==> config.mk <==
export PLATFORM = sky130hd
export DESIGN_NAME = ap_si_wall_pipe_flat
export DESIGN_NICKNAME = d
export VERILOG_FILES = /design/src/rtl/ap_si_wall_pipe_if.sv /design/src/rtl/ap_si_wall_pipe.sv /design/src/flat_wrapper.sv
export SDC_FILE = /design/constraint.sdc
export NUM_CORES = 1
export LEC_CHECK = 0
export CAP_MARGIN = 30
export CORE_ASPECT_RATIO = 1.25
export CORE_MARGIN = 2
export CORE_UTILIZATION = 61
export DETAILED_ROUTE_END_ITERATION = 8
export MAX_ROUTING_LAYER = met4
export PLACE_DENSITY = 0.89
export SYNTH_ARGS = -nofsm -noshare
export SYNTH_HDL_FRONTEND = slang
export SYNTH_SLANG_ARGS = --single-unit
==> constraint.sdc <==
create_clock -name clk -period 13.8 [get_ports clk]
set_clock_uncertainty 0.15 [all_clocks]
set_input_delay 4.14 -clock clk [delete_from_list [all_inputs] [get_ports clk]]
set_output_delay 4.14 -clock clk [all_outputs]
set_load 0.01 [all_outputs]
==> src/rtl/ap_si_wall_pipe_if.sv <==
// Operand/result handshake bundle for ap_si_wall_pipe.
// The master side drives operands and out_ready. The slave side is the pipeline.
interface ap_si_wall_pipe_if #(
   parameter int DW = 12
);
   logic                   in_valid;
   logic                   in_ready;
   logic signed [DW-1:0]   muld;
   logic signed [DW-1:0]   mulr;
   logic                   apx_en;
   logic                   out_valid;
   logic                   out_ready;
   logic signed [2*DW-1:0] res;
   logic [1:0]             occ;

   modport master (
      output in_valid, muld, mulr, apx_en, out_ready,
      input  in_ready, out_valid, res, occ
   );

   modport slave (
      input  in_valid, muld, mulr, apx_en, out_ready,
      output in_ready, out_valid, res, occ
   );
endinterface

==> src/rtl/ap_si_wall_pipe.sv <==
// Three-stage signed multiplier: operand capture, carry-save reduction, final add.
// Optional output accumulator with acc_clr port, enabled by macro AP_SI_WALL_PIPE_ACC_EN.
module ap_si_wall_pipe #(
   parameter int DW       = 12,
   parameter int APX_COLS = 0
) (
   input logic clk,
   input logic rst,
`ifdef AP_SI_WALL_PIPE_ACC_EN
   input logic acc_clr,
`endif
   ap_si_wall_pipe_if.slave pif
);
   localparam int W = 2 * DW;
`ifdef AP_SI_WALL_PIPE_ACC_EN
   localparam int RW = W + 4;
`else
   localparam int RW = W;
`endif
   localparam logic [W-1:0] APX_MASK = {W{1'b1}} << APX_COLS;

   logic          v1, v2, v3;
   logic          a1, a2;
   logic [DW-1:0] m1, r1;
   logic [W-1:0]  s2, c2;
   logic [RW-1:0] r3, r3_nxt;
   logic [W-1:0]  ws, wc, prod;

   assign pif.in_ready  = !(v3 && !pif.out_ready);
   assign pif.out_valid = v3;
   assign pif.res       = r3[W-1:0];
   assign pif.occ       = 2'(v1) + 2'(v2) + 2'(v3);

   // Sign-extending both operands to 2*DW makes every row a plain add modulo 2^(2*DW),
   // so the most negative operand needs no correction row.
   always_comb begin
      logic [W-1:0] mx, rx, pp, ns;
      mx = {{DW{m1[DW-1]}}, m1};
      rx = {{DW{r1[DW-1]}}, r1};
      pp = '0;
      ns = '0;
      ws = '0;
      wc = '0;
      for (int unsigned i = 0; i < W; i++) begin
         pp = rx[i] ? (mx << i) : '0;
         ns = ws ^ wc ^ pp;
         wc = ((ws & wc) | (ws & pp) | (wc & pp)) << 1;
         ws = ns;
      end
   end

   // Clearing the low bits of the exact two's-complement sum is a floor toward -inf.
   assign prod = (s2 + c2) & (a2 ? APX_MASK : {W{1'b1}});

`ifdef AP_SI_WALL_PIPE_ACC_EN
   logic          clr1, clr2;
   logic [RW-1:0] acc, base;

   // S3 only loads when it is empty or being consumed, so the base already
   // includes the beat that leaves in the same cycle.
   always_comb begin
      base   = (v3 && pif.out_ready) ? r3 : acc;
      r3_nxt = (clr2 ? '0 : base) + {{(RW-W){prod[W-1]}}, prod};
   end

   always_ff @(posedge clk) begin
      if (rst) begin
         acc  <= '0;
         clr1 <= 1'b0;
         clr2 <= 1'b0;
      end else begin
         if (v3 && pif.out_ready)
            acc <= r3;
         if (pif.in_ready) begin
            clr1 <= acc_clr;
            clr2 <= clr1;
         end
      end
   end
`else
   assign r3_nxt = prod;
`endif

   always_ff @(posedge clk) begin
      if (rst) begin
         v1 <= 1'b0;
         v2 <= 1'b0;
         v3 <= 1'b0;
         a1 <= 1'b0;
         a2 <= 1'b0;
         m1 <= '0;
         r1 <= '0;
         s2 <= '0;
         c2 <= '0;
         r3 <= '0;
      end else if (pif.in_ready) begin
         v1 <= pif.in_valid;
         m1 <= pif.muld;
         r1 <= pif.mulr;
         a1 <= pif.apx_en;
         v2 <= v1;
         a2 <= a1;
         s2 <= ws;
         c2 <= wc;
         v3 <= v2;
         if (v2)
            r3 <= r3_nxt;
      end
   end
endmodule

==> src/flat_wrapper.sv <==
// flat-port wrapper written by rule: the top's interface ports become plain ports
module ap_si_wall_pipe_flat 
#(
   parameter int DW       = 12,
   parameter int APX_COLS = 0
)
  (clk, rst, pif_in_valid, pif_muld, pif_mulr, pif_apx_en, pif_out_ready, pif_in_ready, pif_out_valid, pif_res, pif_occ);
  ap_si_wall_pipe_if #(.DW(DW)) pif_i ();
  input logic clk;
  input logic rst;
  input wire logic [$bits(pif_i.in_valid)-1:0] pif_in_valid;
  input wire logic [$bits(pif_i.muld)-1:0] pif_muld;
  input wire logic [$bits(pif_i.mulr)-1:0] pif_mulr;
  input wire logic [$bits(pif_i.apx_en)-1:0] pif_apx_en;
  input wire logic [$bits(pif_i.out_ready)-1:0] pif_out_ready;
  output wire logic [$bits(pif_i.in_ready)-1:0] pif_in_ready;
  output wire logic [$bits(pif_i.out_valid)-1:0] pif_out_valid;
  output wire logic [$bits(pif_i.res)-1:0] pif_res;
  output wire logic [$bits(pif_i.occ)-1:0] pif_occ;
  assign pif_i.in_valid = pif_in_valid;
  assign pif_i.muld = pif_muld;
  assign pif_i.mulr = pif_mulr;
  assign pif_i.apx_en = pif_apx_en;
  assign pif_i.out_ready = pif_out_ready;
  assign pif_in_ready = pif_i.in_ready;
  assign pif_out_valid = pif_i.out_valid;
  assign pif_res = pif_i.res;
  assign pif_occ = pif_i.occ;
  ap_si_wall_pipe #(.DW(DW), .APX_COLS(APX_COLS)) u_core (.clk(clk), .rst(rst), .pif(pif_i));
endmodule
==> summary.md <==
| Metric | Value |
|---|---|
| Power per unit of standard cell area | 130 mW/mm² |
| Most frequent cell on the critical path | sky130_fd_sc_hd__fa_1 |
| Floorplan Core Area | 0.0126 mm² |
| Highest clock frequency the design can meet | 77.2 MHz |
| Synth Area in XOR/XNOR | 2.63% |
| Fillers | 866 |
| Gpl congestion | 0.809 |
| Combined area of the multi-input logic cells | 0.00579 mm² |
| Register-to-Register Setup Slack | 850 ps |
| Number of buffers inserted to repair setup after CTS | 0 |
| Area overhead of the layout relative to synthesis | 11.4% |
| Routed Wire Length | 13800 µm |
| Arrival time at the worst endpoint | 13080 ps |
| Leakage Power | 3.61 nW |
| Share of cells above drive strength 1 | 3.06% |
| Die height | 130 µm |
| Placement-stage worst setup slack | 777 ps |
| Worst-skew pair later-pin latency | 350 ps |
| Setup violators final | 0 |
| Clock net sink count | 75 |
| Number of cell rows | 46 |
| Standard cell with the maximum stage delay on the critical path | sky130_fd_sc_hd__fa_1 |
| Synth Area per Inst | 9.90 µm² |
| Worst slew margin relative to its limit | 48.7% |
| Summed instance area of the synthesized netlist | 0.00781 mm² |
| Number of hold-slack violations in the final timing report | 0 |
| Critical Path Max Stage Delay | 590 ps |
| Vias per cell | 5.25 |
| RSZ-0062 raised after global routing | no |
| Total overflow reported by the global router | 0 |
| Pins Over Slew Limit | 0 |
| Via count of the first global-routing pass | 5495 |
| Hold/Removal Path Class | register to register |
| Total via count after detailed routing | 5164 |
| Total number of H-tree levels | 3 |
| Cells resized by post-CTS repair | 0 |
| Area used by sequential logic in the layout | 0.00150 mm² |
| Nature of the critical path startpoint | register |
| Status | complete, no violations |
| Number of distinct library cells after synthesis | 24 |
| Maximum number of pins on one net before global-route repair | 76 |
| Global-route wire length before repair | 24400 µm |
| Area contributors post-synth | sky130_fd_sc_hd__fa_1, sky130_fd_sc_hd__dfxtp_1, sky130_fd_sc_hd__nand2_1, sky130_fd_sc_hd__and2_1, sky130_fd_sc_hd__inv_1 |
| Library cell used as clock root buffer | sky130_fd_sc_hd__clkbuf_16 |
| Count of synthesis-stage warnings from yosys | 0 |
| I/O pin count | 57 |
| Synth Instances | 789 |
| Placed instance count | 968 |
| Nets in the synthesized netlist | 1017 |
| Cell accounting for the most synthesized area | sky130_fd_sc_hd__fa_1 |
| PnR Total Power | 1.13 mW |
| Max Fanout on Critical Path | 13 |
| Remaining number of nets flagged by the antenna check after routing | 0 |
| Proportion of synthesized chip area in sequential cells | 19.2% |
| Hold buffer count at CTS | 0 |
| DRC violation count after routing | 0 |
| Final min period | 12950 ps |
| Share of cell area taken by muxes after synthesis | 0% |
| Combined global-route utilization of all metal layers | 23.1% |
| DRT iter0 DRCs | 214 |
| Fraction of the mapped netlist area in compound gates | 5.45% |
| Number of nets in the finished design | 1039 |
| CTS tree | yes |
| Fraction of the mapped netlist area in adder cells | 49.8% |
| Final critical-path share of the clock period | 93.9% |
| Synthesized-area fraction occupied by and/or/nand/nor cells | 16.2% |
| Die width | 105 µm |
| Setup slack of the critical path after layout | 847 ps |
| Total die area | 0.0137 mm² |
| Slew at the pin with the worst max-slew slack | 769 ps |
| Setup crit end kind | register |
| Flop and latch count out of synthesis | 75 |
| Fraction of post-synthesis cell area in the top cell type by area | 47.7% |
| Effective utilization at floorplan | 61.9% |
| Final setup TNS | 0 ps |
| Number of buffers between clock root and the deepest sink | 2 |
| Required @ worst endpoint | 13930 ps |
| Main combinational cell family by area after synthesis | adder cells |
| Clock transition at the registers of the reported paths | 70 ps |
| Clock buffers created by TritonCTS | 9 |
| Max-cap viol count | 0 |
| Port Buffers | 55 |
| Antenna violations before repair | 0 |
| Routed len/inst | 14.0 µm |
| Post-route insts no fill | 984 |
| Peak supply drop | 0.0000859 V |
| Detailed placer's ending HPWL | 10500 µm |
| Antenna cell count | 0 |
| First-pass iteration count of the detailed router | 4 |
| Class of the most critical setup path | register to register |
[critical path, delay by kind of cell, from the launching register on]
family / cells / cell delay, ps
adder cells (fa/ha/maj): 21 / 10340
XOR/XNOR: 4 / 980
flip-flops: 1 / 570
AO/OA/AOI/OAI: 2 / 340
AND/OR/NAND/NOR: 3 / 330
buffers and inverters: 3 / 190
[power breakdown]
part / switching (mW) / internal [mW]
registers: 0.0275 / 0.247
clock network: 0.101 / 0.128
logic: 0.325 / 0.300
[synth_stat cells (all sizes together)]
cell type / instances
fa: 186
nand2: 176
inv: 89
and2: 79
dfxtp: 75
a21oi: 54
clkbuf: 41
nor2: 22
a211oi: 19
xnor2: 15
ha: 13
buf: 7
xor2: 5
nand3: 2
nand4: 2
nor2b: 1
o211ai: 1
o21ai: 1
xnor3: 1
[cell families (layout without fill, tap and decap cells)]
kind of cell / after synthesis / count (layout)
simple gates: 282 / 282
compound gates: 75 / 75
flops: 75 / 75
buf+inv: 137 / 164
fa+ha+maj: 199 / 199
xor+xnor: 21 / 21
[worst paths after layout]
check / to / depth (start not counted) / start
min reg2reg: u_core.pif.res[17]$_SDFFE_PP0P_ / 2 / u_core.s2[17]$_SDFFE_PP0N_
max reg2reg: u_core.s2[23]$_SDFFE_PP0N_ / 33 / u_core.r1[0]$_SDFFE_PP0N_
max: u_core.s2[23]$_SDFFE_PP0N_ / 33 / u_core.r1[0]$_SDFFE_PP0N_
min: u_core.pif.res[17]$_SDFFE_PP0P_ / 2 / u_core.s2[17]$_SDFFE_PP0N_
[flip-flops by register name, summed over array words and instances (netlist names)]
signal                count
u_core.m1                12
u_core.pif.out_valid      1
u_core.pif.res           24
u_core.r1                12
u_core.s2                24
u_core.v1                 1
u_core.v2                 1
[per-stage QoR]
| stage | util, % | instance area (µm²) | hold slack [ps] |
|---|---|---|---|
| floorplan | - | 7810 | 282 |
| global placement | 66.7 | 8400 | 288 |
| detailed placement | 66.7 | 8410 | 292 |
| CTS | 69.0 | 8700 | 301 |
| global route | 69.0 | 8700 | 316 |
| finish | 69.0 | 8700 | 301 |
[routing by layer]
metal / vias to the layer above / track usage (%) / share of wire, %
met3: 28 / 3.37 / 2.5
met4: 0 / 8.55 / 2.2
li1: 2402 / - / -
met2: 114 / 41.3 / 55
met1: 2620 / 26.7 / 40
met5: - / - / 0
[layout by cell type, fill, tap and decap left out, drive strengths merged]
| cell type | n |
|---|---|
| xnor3 | 1 |
| nand3 | 2 |
| a211oi | 19 |
| dfxtp | 75 |
| nor2 | 22 |
| o211ai | 1 |
| fa | 186 |
| inv | 91 |
| o21ai | 1 |
| buf | 5 |
| clkbuf | 10 |
| a21oi | 54 |
| xor2 | 5 |
| clkdlybuf4s50 | 54 |
| nor2b | 1 |
| nand2 | 176 |
| nand4 | 2 |
| and2 | 79 |
| clkinvlp | 4 |
| ha | 13 |
| xnor2 | 15 |
[final cells by class]
cell class,count,share of cell area (%)
inverters,89,3.84
clock buffers,10,2.75
well taps,168,2.42
clock inverters,6,0.547
multi-input cells,577,66.5
flip-flops and latches,75,17.3
repair buffers,59,6.66
No activity file was read; power rests on OpenSTA's default activity.
